**config.mk**
```make
export PLATFORM = sky130hd
export DESIGN_NAME = segment_sequencer
export DESIGN_NICKNAME = d
export VERILOG_FILES = /design/src/rtl/gpu_shape_pkg.sv /design/src/rtl/segment_sequencer_seg_select.sv /design/src/rtl/segment_sequencer.sv
export SDC_FILE = /design/constraint.sdc
export NUM_CORES = 1
export LEC_CHECK = 0
export ABC_AREA = 1
export BUFFER_PORTS_ARGS = -buffer_cell sky130_fd_sc_hd__buf_2
export CORE_ASPECT_RATIO = 0.75
export CORE_MARGIN = 2
export CORE_UTILIZATION = 43
export DETAILED_ROUTE_END_ITERATION = 6
export HOLD_SLACK_MARGIN = 0.15
export PLACE_DENSITY = 0.73
export RECOVER_POWER = 50
export SETUP_SLACK_MARGIN = 0.2
export SYNTH_ARGS = -nofsm -noshare
export SYNTH_HDL_FRONTEND = slang
export SYNTH_SLANG_ARGS = --single-unit
```
**constraint.sdc**
```tcl
create_clock -name clk -period 4.05 [get_ports clk]
set_input_delay 0.405 -clock clk [delete_from_list [all_inputs] [get_ports clk]]
set_output_delay 0.405 -clock clk [all_outputs]
set_load 0.02 [all_outputs]
```
**src/rtl/gpu_shape_pkg.sv**
```systemverilog
`default_nettype none
// ============================================================================
// Module   : gpu_shape_pkg
// Purpose  : Shared shape-front-end types and helpers: shape codes, the
//            packed vertex type, per-shape segment counts, shape legality
//            and the vertex pair that forms each edge segment.
// Revision : 1.0 - initial release
// ============================================================================
package gpu_shape_pkg;

  localparam int X_W = 10;
  localparam int Y_W = 9;

  // Codes 4..7 are reserved and treated as illegal.
  typedef enum logic [2:0] {
    LINE   = 3'd0,
    TRI    = 3'd1,
    QUAD   = 3'd2,
    CIRCLE = 3'd3
  } shape_t;

  typedef struct packed {
    logic [X_W-1:0] x;
    logic [Y_W-1:0] y;
  } pos_t;

  // Number of segments a legal shape produces; 0 for reserved codes.
  function automatic logic [2:0] seg_count(input shape_t sh);
    case (sh)
      LINE:    return 3'd1;
      TRI:     return 3'd3;
      QUAD:    return 3'd4;
      CIRCLE:  return 3'd1;
      default: return 3'd0;
    endcase
  endfunction

  // A shape is legal only if the command carries enough vertex slots.
  function automatic logic shape_legal(input shape_t sh, input int max_vert);
    case (sh)
      LINE:    return 1'b1;
      CIRCLE:  return 1'b1;
      TRI:     return (max_vert >= 3);
      QUAD:    return (max_vert >= 4);
      default: return 1'b0;
    endcase
  endfunction

  // Vertex indices {start[1:0], end[1:0]} of segment idx of a shape.
  // The triangle closes with P0->P2 (not P2->P0); the quad wraps P3->P0.
  function automatic logic [3:0] seg_ends(input shape_t sh, input logic [1:0] idx);
    case (sh)
      LINE:    return {2'd0, 2'd1};
      CIRCLE:  return {2'd0, 2'd1};
      TRI: begin
        case (idx)
          2'd0:    return {2'd0, 2'd1};
          2'd1:    return {2'd1, 2'd2};
          default: return {2'd0, 2'd2};
        endcase
      end
      QUAD:    return {idx, idx + 2'd1};
      default: return 4'd0;
    endcase
  endfunction

endpackage
`default_nettype wire

```
**src/rtl/segment_sequencer_seg_select.sv**
```systemverilog
`default_nettype none
// ============================================================================
// Module   : seg_select
// Purpose  : Combinational segment picker. Given the latched vertex bundle,
//            the shape and a segment index, presents the {start,end} pair,
//            whether this is the shape's natural final segment, and whether
//            the pair is a circle {centre,radius}.
// Ports    : pos    - MAX_VERT packed {x,y} vertices, P0 in the MSBs
//            shape  - shape code
//            idx    - segment index within the shape
//            seg    - {start,end}
//            last   - idx is the final segment of the shape
//            circle - seg is centre/radius
// Revision : 1.0 - initial release
// ============================================================================
module seg_select
  import gpu_shape_pkg::*;
#(
  parameter int X_W      = 10,
  parameter int Y_W      = 9,
  parameter int MAX_VERT = 4
) (
  input  logic [MAX_VERT*(X_W+Y_W)-1:0] pos,
  input  shape_t                        shape,
  input  logic [1:0]                    idx,
  output logic [2*(X_W+Y_W)-1:0]        seg,
  output logic                          last,
  output logic                          circle
);

  localparam int POS_W = X_W + Y_W;

  // Unpack into a fixed four-entry table; slots beyond MAX_VERT read as zero
  // and are never selected by a legal shape.
  logic [POS_W-1:0] vert [4];

  for (genvar k = 0; k < 4; k++) begin : g_vert
    if (k < MAX_VERT) begin : g_live
      assign vert[k] = pos[(MAX_VERT-1-k)*POS_W +: POS_W];
    end else begin : g_absent
      assign vert[k] = '0;
    end
  end

  logic [3:0] se;
  logic [2:0] cnt;

  always_comb begin
    se     = seg_ends(shape, idx);
    cnt    = seg_count(shape);
    seg    = {vert[se[3:2]], vert[se[1:0]]};
    last   = (cnt != 3'd0) && ({1'b0, idx} == (cnt - 3'd1));
    circle = (shape == CIRCLE);
  end

endmodule
`default_nettype wire

```
**src/rtl/segment_sequencer.sv**
```systemverilog
`default_nettype none
// ============================================================================
// Module   : segment_sequencer
// Purpose  : Accepts one shape command per cmd handshake, latches it, and
//            streams the shape's edge segments one per cycle to the
//            rasteriser with valid/ready backpressure.
// Ports    : clk, n_rst (synchronous, active-low)
//            cmd_valid/cmd_ready/cmd_shape/cmd_pos - command input
//            seg_valid/seg_ready/seg_data/seg_last/seg_circle/seg_idx
//                                                  - segment output stream
//            busy          - a command is latched and still emitting
//            err_bad_shape - one-cycle pulse when an illegal shape is dropped
// Macro    : SEGSEQ_DEGEN_FILTER_EN - skip zero-length segments (start==end);
//            if all segments are degenerate, segment 0 is emitted alone.
//            Circles are never filtered.
// Revision : 1.0 - initial release
// ============================================================================
module segment_sequencer
  import gpu_shape_pkg::*;
#(
  parameter int X_W      = 10,
  parameter int Y_W      = 9,
  parameter int MAX_VERT = 4
) (
  input  logic                          clk,
  input  logic                          n_rst,
  input  logic                          cmd_valid,
  output logic                          cmd_ready,
  input  shape_t                        cmd_shape,
  input  logic [MAX_VERT*(X_W+Y_W)-1:0] cmd_pos,
  output logic                          seg_valid,
  input  logic                          seg_ready,
  output logic [2*(X_W+Y_W)-1:0]        seg_data,
  output logic                          seg_last,
  output logic                          seg_circle,
  output logic [1:0]                    seg_idx,
  output logic                          busy,
  output logic                          err_bad_shape
);

  localparam int POS_W = X_W + Y_W;

  typedef enum logic [0:0] {
    S_IDLE = 1'b0,
    S_EMIT = 1'b1
  } state_t;

  state_t                    state_q, state_d;
  logic [MAX_VERT*POS_W-1:0] pos_q,   pos_d;
  shape_t                    shape_q, shape_d;
  logic [1:0]                idx_q,   idx_d;
  logic                      err_q,   err_d;

  logic                      legal;
  logic                      accept;
  logic [2*POS_W-1:0]        sel_seg;
  logic                      sel_last;
  logic                      sel_circle;
  logic                      last;
  logic [1:0]                first_idx;
  logic [1:0]                next_idx;

  assign legal  = shape_legal(cmd_shape, MAX_VERT);
  assign accept = (state_q == S_IDLE) && cmd_valid && legal;

  seg_select #(
    .X_W      (X_W),
    .Y_W      (Y_W),
    .MAX_VERT (MAX_VERT)
  ) u_seg_select (
    .pos    (pos_q),
    .shape  (shape_q),
    .idx    (idx_q),
    .seg    (sel_seg),
    .last   (sel_last),
    .circle (sel_circle)
  );

`ifdef SEGSEQ_DEGEN_FILTER_EN
  logic [3:0] mask_q, mask_d;
  logic [3:0] mask_in;
  logic       more;

  function automatic logic [POS_W-1:0] vert_of(
    input logic [MAX_VERT*POS_W-1:0] p,
    input logic [1:0]                k
  );
    logic [MAX_VERT*POS_W-1:0] sh;
    if (int'(k) >= MAX_VERT) return '0;
    sh = p >> (POS_W * (MAX_VERT - 1 - int'(k)));
    return sh[POS_W-1:0];
  endfunction

  // Mask of non-degenerate segments, taken from the incoming command so it
  // is ready alongside the latch.
  always_comb begin
    logic [3:0] se;
    logic [2:0] cnt;
    mask_in   = 4'd0;
    first_idx = 2'd0;
    cnt       = seg_count(cmd_shape);
    for (int i = 0; i < 4; i++) begin
      se = seg_ends(cmd_shape, 2'(i));
      if ((i < int'(cnt)) &&
          (vert_of(cmd_pos, se[3:2]) != vert_of(cmd_pos, se[1:0]))) begin
        mask_in[i] = 1'b1;
      end
    end
    // Circles are never filtered; an all-degenerate shape becomes a point draw.
    if ((cmd_shape == CIRCLE) || (mask_in == 4'd0)) begin
      mask_in = 4'b0001;
    end
    for (int i = 3; i >= 0; i--) begin
      if (mask_in[i]) first_idx = 2'(i);
    end
  end

  // Lowest surviving segment above the current one, if any.
  always_comb begin
    next_idx = idx_q;
    more     = 1'b0;
    for (int i = 3; i >= 0; i--) begin
      if ((i > int'(idx_q)) && mask_q[i]) begin
        next_idx = 2'(i);
        more     = 1'b1;
      end
    end
  end

  // The natural final segment can never have a survivor above it, so OR-ing
  // keeps both views consistent.
  assign last   = sel_last | ~more;
  assign mask_d = accept ? mask_in : mask_q;

  always_ff @(posedge clk) begin
    if (!n_rst) begin
      mask_q <= 4'd0;
    end else begin
      mask_q <= mask_d;
    end
  end
`else
  assign first_idx = 2'd0;
  assign next_idx  = idx_q + 2'd1;
  assign last      = sel_last;
`endif

  always_comb begin
    state_d = state_q;
    pos_d   = pos_q;
    shape_d = shape_q;
    idx_d   = idx_q;
    err_d   = 1'b0;
    case (state_q)
      S_IDLE: begin
        if (cmd_valid) begin
          if (legal) begin
            pos_d   = cmd_pos;
            shape_d = cmd_shape;
            idx_d   = first_idx;
            state_d = S_EMIT;
          end else begin
            err_d = 1'b1;
          end
        end
      end
      S_EMIT: begin
        if (seg_ready) begin
          if (last) begin
            idx_d   = 2'd0;
            state_d = S_IDLE;
          end else begin
            idx_d = next_idx;
          end
        end
      end
      default: state_d = S_IDLE;
    endcase
  end

  always_ff @(posedge clk) begin
    if (!n_rst) begin
      state_q <= S_IDLE;
      pos_q   <= '0;
      shape_q <= LINE;
      idx_q   <= 2'd0;
      err_q   <= 1'b0;
    end else begin
      state_q <= state_d;
      pos_q   <= pos_d;
      shape_q <= shape_d;
      idx_q   <= idx_d;
      err_q   <= err_d;
    end
  end

  // seg_valid is the registered EMIT state; payload is zeroed while idle so
  // stale coordinates never appear on the bus.
  assign cmd_ready     = (state_q == S_IDLE);
  assign busy          = (state_q == S_EMIT);
  assign seg_valid     = (state_q == S_EMIT);
  assign seg_data      = seg_valid ? sel_seg : '0;
  assign seg_last      = seg_valid & last;
  assign seg_circle    = seg_valid & sel_circle;
  assign seg_idx       = idx_q;
  assign err_bad_shape = err_q;

endmodule
`default_nettype wire

```
* After elaboration in Yosys (flattened, before gate mapping) *
Index checks and enable logic that the tools add are counted.
Widths: inputs -> output; s select.

storage, ports and cells
  bits in registers = 83
  bits in latches = 0
  memory bits (writable) = 0
  bits in read-only memories = 0
  input port bits = 83
  output and inout port bits = 46
  memories = 0

operators by class
  $add $sub $neg = 2
  multiply operators = 0
  divide/modulo/power cells = 0
  order comparisons = 2
  eq/ne operators = 11
  shifts and indexed selects = 0
  mux-type cells = 22
  bitwise operators = 7
  reductions and logical operators = 10

operator list
  operator             count
  $bmux 19 s2          2
  $mux 19              4
  $mux 38              1
  $eq 3x2->1 const B   4
  $pmux 4 s3           1
  $pmux 3 s3           1
  $mux 2               4
  $eq 3x1->1 const B   2
  $ge 3x3->1 const B   2
  $logic_not 3->1      2
  $mux 1               6
  $not 2->3            2
  $pmux 3 s2           1
  $reduce_and 3->1     2
  $ne 2x2->1 const B   2
  $pmux 2 s2           1
  $reduce_or 4->1      1
  $eq 2x3->1           1
  $not 1->1            3
  $reduce_bool 3->1    1
  $reduce_or 3->1      1
  $sub 3x1->3 const B  1
  $add 2x1->2 const B  1
  $and 1x1->1          2
  other kinds (6)      6

* Logic depth before layout (Yosys ltp) *
Gate-level depths: netlist of the first run.

  word-level depth = 9
  gate-level depth with buffers = 12
  gate-level depth less buffers = 11

* Modules after synthesis *
A second synthesis of the first run with hierarchy kept.

second synthesis, totals
  cell total of the unflattened synthesis = 864
  area total of the unflattened synthesis = 5122.4 µm²

by module, submodules not included
  module             instances  cells an instance  area each (µm²)  sequential area each (µm²)
  segment_sequencer  1          452                3236.9           1661.6
  seg_select         1          412                1885.6           0.0

* Worst setup path after synthesis of the first run *
No wires, ideal clock.

  kind = register to output
  start = register idx_q[0] (netlist: seg_idx[0])
  end = output seg_data[18]
  data arrival time = 1767 ps
  data required time = 3645 ps
  setup slack = 1878 ps
  cell stages (with the launch flop) = 10
  cells stage by stage = dfxtp_1 > inv_1 > ha_1 > nor3_1 > a21oi_2 > buf_4 > buf_6 > o211ai_2 > nand2_1 > nor2_1

on the way
  longest elaborated chain between the ends = 8
  elaborated cells between the ends (all ways) = 10
  those cells by class = add/sub (1); eq/ne (1); mux (6); bitwise (1); reduce/logical (1)

RTL lines
  what                                            line                                source
  from (decl)                                     segment_sequencer.sv:51             logic [1:0] idx_q, idx_d;
  from (signal assigned)                          segment_sequencer.sv:192            idx_q <= idx_d;
  $eq 2x1->1 or $logic_not 2->1 (tied branches)   gpu_shape_pkg.sv:56                 case (idx)
  $pmux 3 s2                                      gpu_shape_pkg.sv:56
  $pmux 4 s3 (*)                                  gpu_shape_pkg.sv:52                 case (sh)
  $not 2->3 (not written as such) (*)             segment_sequencer_seg_select.sv:51  seg = {vert[se[3:2]], vert[se[1:0]]};
  $bmux 19 s2 (*)                                 segment_sequencer_seg_select.sv:51
  $mux 19 (not written as such) (*) (2 in a row)  segment_sequencer_seg_select.sv:51
  $mux 38 (*)                                     segment_sequencer.sv:202            assign seg_data = seg_valid ? sel_seg : '0;
  to (decl)                                       segment_sequencer.sv:33             output logic [2*(X_W+Y_W)-1:0] seg_data,

Mark *: on every way between the ends. The rest lies on a longest branch, timed or not. The select of a mux whose other input is x is not followed.

* Worst setup path in the final report of the first run *
  start = register state_q (netlist: busy)
  end = output seg_circle

on the way
  longest elaborated chain between the ends = 1

RTL lines
  what                    line                      source
  from (decl)             segment_sequencer.sv:48   state_t state_q, state_d;
  from (signal assigned)  segment_sequencer.sv:189  state_q <= state_d;
  $and 1x1->1             segment_sequencer.sv:204  assign seg_circle = seg_valid & sel_circle;
  to (decl)               segment_sequencer.sv:35   output logic seg_circle,

Every way passes these cells.

==> results of run 1 <==
## final timing paths
check / startpoint / endpoint / slack [ns] / cells past startpoint
max reg2reg: busy / seg_idx[0] / 1.50 / 6
min: cmd_pos[68] / pos_q[68] / 0.29 / 3
max: busy / seg_circle / 0.82 / 4
min reg2reg: pos_q[40] / pos_q[40] / 0.48 / 2
## cells in the mapped netlist, drive strengths merged
library cell	count
o211ai	19
o21ai	80
inv	74
nand3b	1
nand4	1
ha	4
clkbuf	21
buf	34
a21oi	102
nor2	80
nand2	185
nor3	3
nand3	27
dfxtp	83
## area by class of cell
| type | instances | area, sq um | share of cell area [%] |
|---|---|---|---|
| Clock inverter | 2 | 10.0 | 0.184 |
| Sequential cell | 83 | 1660 | 30.5 |
| Timing Repair Buffer | 137 | 708 | 13.0 |
| Inverter | 74 | 279 | 5.12 |
| Tap cell | 136 | 170 | 3.12 |
| Clock buffer | 13 | 270 | 4.96 |
| Multi-Input combinational cell | 502 | 2350 | 43.2 |
## worst min-delay path: stages
cell	delay [ns]
buf_2	0.07
nor2_1	0.03
nor2_1	0.08
## layer usage
layer	GRT usage, %	part of all wire (%)	wire [um]
met5	0	0	0
met2	38.7	45	6040
met4	6.72	1.9	250
met3	4.82	7.3	973
met1	31.1	45	6020
## sequential cells by signal, summed over array words and instances, names as in the netlist
name / cells
busy: 1
shape_q: 3
seg_idx: 2
err_bad_shape: 1
pos_q: 76
## report_power, final
| group | leakage, nW | total [mW] | switching [mW] | internal (mW) |
|---|---|---|---|---|
| combinational | 1.91 | 0.318 | 0.200 | 0.118 |
| clock | 0.141 | 0.770 | 0.310 | 0.460 |
| sequential | 0.684 | 0.905 | 0.0295 | 0.875 |
| total | 2.73 | 1.99 | 0.540 | 1.45 |
## through the flow
step                hold slack, ns  util (%)
finish                       0.289      52.6
global route                 0.300      52.6
CTS                          0.282      52.7
detailed placement           0.467      50.0
global placement             0.460      50.0
floorplan                    0.444         -
## cells by family after synthesis
family	count (synthesis)
adder cells (fa/ha/maj)	4
AO/OA/AOI/OAI	201
buffers and inverters	129
AND/OR/NAND/NOR	297
flip-flops	83
==> run_results.csv, run 1 <==
group,metric,value,unit
timing,max_freq,310,MHz
placement,portBuffers,128,
status,status,"finished with violations",
timing,post-route-period-util,79.7,%
clock_tree,cts_sinks,83,
logic_synthesis,yosysUniqueCellTypes,25,
critical_path,cp_top_family,"buffers and inverters",
logic_synthesis,synth_cells,714,
timing,grt_setup_unrepaired,"false",
finish,fillCellCount,1097,
timing,skew,0.00686,ns
critical_path,cp_data_arrival_time,2.82,ns
clock_tree,root_buffer,"clkbuf_16",
clock_tree,cts_buffers,9,
hold_path,hp-class,"primary input to flop",
logic_synthesis,synthesis.nets,801,
timing,min_period,3.23,ns
critical_path,cp.buffers_inverters,3,
power,power_leakage,2.73,nW
logic_synthesis,synthAdderAreaFrac,1.09,%
placement,dp_slack,1.39,ns
timing,maxSlewHeadroom,-81.1,%
finish,area_delta_synth_final,18.5,%
timing,tns,0,ns
clock_tree,post-cts-setup-buffers,0,
placement,dp.cells,932,
critical_path,path_max_fanout,44,
finish,postLayoutCellArea,5450,sq um
global_routing,grt_pass1_vias,4401,
critical_path,start_kind,"flop",
global_routing,grt.total_usage,23.5,%
placement,hpwl,9110,um
routing,drc,0,
logic_synthesis,netlist_area,4600,sq um
placement,gp_congestion,0.932,
finish,fin_nets,894,
critical_path,critPathRequiredTime,3.64,ns
timing,worstMarginPinSlew,2.72,ns
logic_synthesis,synth.top_cell.area_share,36.1,%
clock_tree,tritoncts,"yes",
logic_synthesis,synth_top_family_by_area,"simple AND/OR/NAND/NOR gates",
logic_synthesis,synth-simple-area-share,25.7,%
logic_synthesis,synth_seq_cells,83,
die,die-height,93.6,um
global_routing,grt-ovfl-total,0,
clock_tree,htree_levels,3,
timing,postLayoutSetupSlackWorst,0.821,ns
routing,wl_per_cell,14.0,um
die,dieWidth,123,um
logic_synthesis,yosysSeqAreaShare,36.1,%
routing,drt-initial-drc-count,359,
global_routing,antenna_found_initial,0,
placement,place_area,5190,sq um
critical_path,crit_chain,"clkbuf_1 > inv_1 > nor2_1 > clkbuf_1",
clock_tree,clk_pin_slew,0.06,ns
die,rows,32,
global_routing,grt_pass1_wl,21300,um
critical_path,worst_path_max_delay_cell,"clkbuf_1",
die,io_pins,129,
logic_synthesis,synth-compound-area-share,24.3,%
critical_path,end_kind,"primary output",
logic_synthesis,synth.area.top_cells,"dfxtp_1 36%, nand2_1 15%, a21oi_1 11%",
finish,mostFrequentLayoutCells,"183 x nand2_1, 121 x buf_2, 101 x a21oi_1, 83 x dfxtp_1",
clock_tree,cts_resized,0,
logic_synthesis,synth_xor_area_share,0,%
routing,first_pass_iters,5,
finish,final_common_cell,"nand2_1",
status,violations,"capacitance limit, slew limit",
critical_path,slowest_delay,1.50,ns
power,peakVddDrop,0.229,mV
critical_path,cp_common_cell,"clkbuf_1",
clock_tree,cts-hold-fix-buffers,0,
clock_tree,clock_latency,0.34,ns
die,dieArea,11600,sq um
routing,finalWirelength,13300,um
routing,vias_per_cell,5.10,
logic_synthesis,avgSynthCellArea,6.44,sq um
power,p_per_area,365,nW/um^2
run,cap_violations,2,
routing,num_vias,4832,
die,initial_utilization,44.4,%
die,coreArea,10400,sq um
logic_synthesis,synth_area_leader_cell,"dfxtp_1",
timing,finalHoldViolCount,0,
clock_tree,cts.path.max_buffers,2,
timing,drv_slew,128,
timing,setup_viol,0,
finish,diodes,0,
power,p_total,1.99,mW
logic_synthesis,synthMuxAreaShare,0,%
finish,fin_cells,947,
routing,ant_nets,0,
critical_path,critical_path_class,"flop to primary output",
finish,drive_gt1_share,20.6,%
logic_synthesis,yosys_warnings,0,
global_routing,grt_max_degree,83,
No activity file was read; power rests on OpenSTA's default activity.
==> run 2: changes to the inputs <==
Settings changed: ABC_AREA 1 to 0, PLACE_DENSITY 0.73 to 0.76.
Clock period 4.05 ns to 2.97 ns, I/O delays scaled along.
==> run_results.csv, run 2 <==
group,metric,value,unit
finish,area_delta_synth_final,26.8,%
hold_path,hp-class,"primary input to flop",
clock_tree,clk_pin_slew,0.06,ns
power,power_leakage,2.47,nW
die,initial_utilization,44.1,%
critical_path,reg2reg_to,"busy",
finish,diodes,0,
finish,fillCellCount,871,
logic_synthesis,synth.most_common_cell,"nand2_1",
global_routing,grt_pass1_wl,20700,um
power,power_frac_clock,47.0,%
finish,mostFrequentLayoutCells,"159 x nand2_1, 122 x buf_2, 82 x dfxtp_1, 80 x a21oi_1, 38 x mux2i_1",
critical_path,r2r_start,"busy",
routing,finalWirelength,12900,um
logic_synthesis,synth.area.top_cells,"dfxtp_1 39%, nand2_1 14%, a21oi_1 9.4%",
routing,wl_per_cell,17.3,um
power,switchingPower,0.676,mW
logic_synthesis,synth_top_flop_cell,"dfxtp_1",
timing,hold_slack,0.196,ns
logic_synthesis,synth.top_cell.area_share,39.0,%
timing,postLayoutSetupSlackWorst,0.275,ns
logic_synthesis,yosysSeqAreaShare,39.0,%
logic_synthesis,avgSynthCellArea,8.46,sq um
logic_synthesis,synth.top_cells.by_count,"159 x nand2_1, 83 x dfxtp_1, 80 x a21oi_1",
die,dieArea,10700,sq um
critical_path,cp_data_arrival_time,2.40,ns
logic_synthesis,synth_seq_cells,83,
die,dieWidth,119,um
routing,vias_per_cell,5.49,
finish,multiInputGateArea,2390,sq um
logic_synthesis,yosys_warnings,0,
routing,num_vias,4111,
finish,largest-register,"pos_q",
critical_path,path_max_fanout,10,
clock_tree,htree_levels,3,
routing,first_pass_iters,6,
timing,drv_slew,0,
timing,tns,0,ns
routing,drt-initial-drc-count,367,
timing,finalHoldViolCount,0,
die,io_pins,129,
critical_path,critical_path_class,"flop to primary output",
logic_synthesis,netlist_area,4260,sq um
hold_path,whs_path_depth,3,
clock_tree,cts_buffers,9,
critical_path,ff2ff_path_depth,4,
clock_tree,cts-hold-fix-buffers,0,
timing,setup_viol,0,
clock_tree,tritoncts,"yes",
timing,worstMarginPinSlew,0.841,ns
logic_synthesis,synthesis.nets,590,
power,peakVddDrop,0.270,mV
timing,maxSlewHeadroom,43.8,%
logic_synthesis,yosysUniqueCellTypes,41,
global_routing,grt-ovfl-total,0,
finish,largest_reg_flops,76,
power,seqPwrFrac,42.5,%
placement,gp_congestion,0.890,
clock_tree,cts_sinks,83,
timing,grt_setup_unrepaired,"true",
power,p_comb_share,10.5,%
finish,final_common_cell,"nand2_1",
placement,hpwl,9260,um
run,cap_violations,0,
placement,dp_slack,0.199,ns
hold_path,hp-start,"cmd_pos[61]",
global_routing,grt.total_usage,24.3,%
critical_path,start_kind,"flop",
hold_path,whs_endpoint,"pos_q[61]",
power,switching_share,23.5,%
placement,portBuffers,128,
clock_tree,root_buffer,"clkbuf_16",
global_routing,grt_max_degree,74,
global_routing,antenna_found_initial,2,
timing,post-route-period-util,90.7,%
routing,drc,0,
logic_synthesis,synthArstFlopShare,0,%
placement,dp.cells,733,
routing,ant_nets,0,
timing,min_period,2.70,ns
power,p_per_area,534,nW/um^2
die,rows,31,
critical_path,critPathRequiredTime,2.67,ns
logic_synthesis,synth_area_leader_cell,"dfxtp_1",
status,status,"completed",
logic_synthesis,synth_edf_count,0,
finish,fin_nets,700,
finish,layout.area.seq,1660,sq um
power,p_int,2.20,mW
die,coreArea,9660,sq um
clock_tree,cts.path.max_buffers,2,
critical_path,reg2reg_slack,0.38,ns
die,die-height,90.2,um
finish,drive_gt1_share,27.4,%
logic_synthesis,synth_cells,503,
timing,skew,0.00474,ns
global_routing,grt_pass1_vias,4046,
finish,fin_cells,749,
power,p_total,2.88,mW
clock_tree,clock_latency,0.33,ns
critical_path,end_kind,"primary output",
timing,max_freq,371,MHz
## run 2: cell families (layout without fill, tap and decap cells)
family          Yosys count  count (layout)  share of synthesized area, %
compound gates          110             110                          14.1
xor+xnor                  1               1                         0.206
fa+ha+maj                 4               4                          1.18
buf+inv                  49             163                          5.58
flops                    83              83                          39.0
mux                      57              57                          19.9
simple gates            199             199                          20.1
## run 2: metrics by stage
step	area [sq um]	utilization [%]
2_1_floorplan	4260	-
3_3_place_gp	5030	52.0
3_5_place_dp	5030	52.0
4_1_cts	5410	56.0
5_1_grt	5400	55.9
6_report	5400	55.9
## run 2: power groups by stage
stage,logic (mW),clock network (mW),registers (mW)
floorplan,0.191,0,1.22
global placement,0.298,0,1.24
detailed placement,0.305,0,1.25
CTS,0.307,1.37,1.22
global route,0.339,1.41,1.23
finish,0.303,1.35,1.22
## run 2: cell type report
type | instances | area share (%)
multi-input combinational | 371 | 44.3
clock buffer | 9 | 4.17
sequential | 83 | 30.8
timing repair buffer | 142 | 14.7
clock inverter | 6 | 2.55
inverter | 6 | 0.417
tap | 132 | 3.06
## run 2: worst max-delay path by stage
stage                     from            to  slack, ns
floorplan           seg_idx[0]  seg_data[18]       0.60
global placement    seg_idx[0]   seg_data[9]       0.36
detailed placement  seg_idx[0]   seg_data[8]       0.20
CTS                 seg_idx[1]  seg_data[27]       0.20
global route              busy          busy       0.06
finish              seg_idx[1]  seg_data[27]       0.27
## run 2: worst max-delay path, cell delays in order, from the launching register on
cell      delay (ns)
dfxtp_1         0.39
inv_2           0.11
ha_1            0.14
nand3b_1        0.12
a21oi_4         0.22
buf_8           0.18
mux4_1          0.57
and2_1          0.17
buf_2           0.15
## run 2: metal layers
layer / share of wire [%] / global-route usage, %
met3: 8.8 / 6.92
met5: 0.10 / 0
met2: 43 / 36.1
met4: 1.1 / 6.55
met1: 47 / 34.6
## run 2: repair_timing
item                                    CTS  global route
gates resized for setup                   0             6
hold endpoints to repair                  0             0
endpoints found under the setup margin   19            37
setup buffers                             1             0
pin swaps                                 1             0
==> run 3: changes to the inputs <==
Settings changed: BUFFER_PORTS_ARGS -buffer_cell sky130_fd_sc_hd__buf_2 to unset, DONT_BUFFER_PORTS set to 1, PLACE_DENSITY 0.76 to 0.65.
==> run_results.csv, run 3 (synthesis results as in run 2) <==
group,metric,value,unit
placement,dp_slack,0.332,ns
timing,setup_viol,0,
clock_tree,tritoncts,"yes",
routing,drc,0,
critical_path,cp_data_arrival_time,2.41,ns
timing,worstMarginPinSlew,1.23,ns
timing,finalHoldViolCount,0,
timing,tns,0,ns
placement,gp_congestion,0.899,
clock_tree,htree_levels,3,
routing,wl_per_cell,18.1,um
die,coreArea,9660,sq um
die,dieArea,10700,sq um
finish,drive_gt1_share,11.1,%
timing,post-route-period-util,91.2,%
finish,final_util,58.8,%
timing,postLayoutSetupSlackWorst,0.261,ns
finish,fin_nets,676,
routing,finalWirelength,13200,um
global_routing,grt_pass1_vias,4016,
critical_path,path_max_fanout,9,
power,p_total,2.84,mW
hold_path,hp-class,"primary input to flop",
finish,area_delta_synth_final,33.5,%
power,p_per_area,499,nW/um^2
global_routing,antenna_found_initial,0,
finish,largest_reg_flops,76,
clock_tree,cts_buffers,9,
timing,grt_setup_unrepaired,"true",
finish,fillCellCount,850,
timing,min_period,2.71,ns
clock_tree,cts_sinks,83,
routing,ant_nets,0,
critical_path,start_kind,"flop",
die,die-height,90.2,um
run,cap_violations,0,
critical_path,critical_path_class,"flop to primary output",
timing,drv_slew,0,
global_routing,grt_pass1_wl,21400,um
finish,diodes,0,
timing,maxSlewHeadroom,18.2,%
timing,max_freq,369,MHz
finish,mostFrequentLayoutCells,"159 x nand2_1, 82 x dfxtp_1, 81 x dlygate4sd3_1, 80 x a21oi_1, 38 x mux2i_1",
timing,skew,0.00565,ns
routing,first_pass_iters,7,
global_routing,grt.total_usage,25.3,%
placement,portBuffers,0,
timing,hold_slack,0.189,ns
global_routing,grt_max_degree,82,
finish,largest-register,"pos_q",
critical_path,critPathRequiredTime,2.67,ns
power,peakVddDrop,0.399,mV
finish,final_common_cell,"nand2_1",
global_routing,grt-ovfl-total,0,
clock_tree,clk_pin_slew,0.06,ns
clock_tree,cts.path.max_buffers,2,
power,power_leakage,2.36,nW
die,io_pins,129,
routing,num_vias,4081,
routing,drt-initial-drc-count,447,
clock_tree,root_buffer,"clkbuf_16",
status,status,"completed",
clock_tree,clock_latency,0.33,ns
die,rows,31,
critical_path,end_kind,"primary output",
routing,vias_per_cell,5.62,
die,dieWidth,119,um
die,initial_utilization,44.1,%
placement,hpwl,8490,um
[run 3: cell types whose count changed in the layout (fill, tap and decap cells not counted), sizes merged]
cell	delta
buf	-100
bufinv	-1
clkbuf	-3
clkinv	+1
dlygate4sd3	+81
inv	-1
[run 3: final cells by class]
type                       instances  area, sq um  area share (%)
clock buffer                      11          243            4.27
clock inverter                     5          100            1.76
inverter                           6         22.5           0.396
multi-input combinational        371         2380            42.0
sequential                        83         1660            29.3
tap                              132          165            2.91
timing repair buffer             118         1100            19.4
[run 3: worst paths after layout]
path                                  from           end  slack, ns  depth (start not counted)
worst max register to register  shape_q[1]          busy       0.63                          6
worst min-delay path            cmd_pos[9]      pos_q[9]       0.19                          2
worst max-delay path            shape_q[1]  seg_data[37]       0.26                          4
worst min register to register   pos_q[44]     pos_q[44]       0.47                          2
[run 3: timing repair]
action | 4_1_cts | 5_1_grt
hold endpoints to repair | 79 | 0
hold buffers | 81 | 0
pin swaps | 2 | 0
buffers inserted | 4 | 0
setup endpoints to repair | 25 | 30
resized for setup | 0 | 3
[run 3: report_power, final]
| group | leakage [nW] | internal, mW | switching [mW] |
|---|---|---|---|
| clock | 0.169 | 0.842 | 0.443 |
| combinational | 1.51 | 0.157 | 0.176 |
| sequential | 0.678 | 1.17 | 0.0504 |
| total | 2.36 | 2.17 | 0.669 |
[run 3: layer usage]
layer / wire length (um) / global-route usage [%] / vias to the layer above
met5: 0 / 0 / -
met1: 6070 / 36.1 / 1954
met4: 168 / 6.75 / 0
li1: - / - / 1917
met2: 5870 / 38.4 / 190
met3: 1050 / 5.90 / 20
[run 3: worst max-delay path: stages (launching register included)]
cell	delay (ns)
dfxtp_2	0.42
nor2b_1	0.43
and3_2	0.40
mux4_1	0.58
and2_1	0.25
[run 3: stage by stage]
step / cell area (sq um) / cells
after floorplan: 4260 / 503
after global placement: 4510 / 625
after detailed placement: 4510 / 625
after CTS: 5710 / 726
after global routing: 5680 / 726
final: 5680 / 726
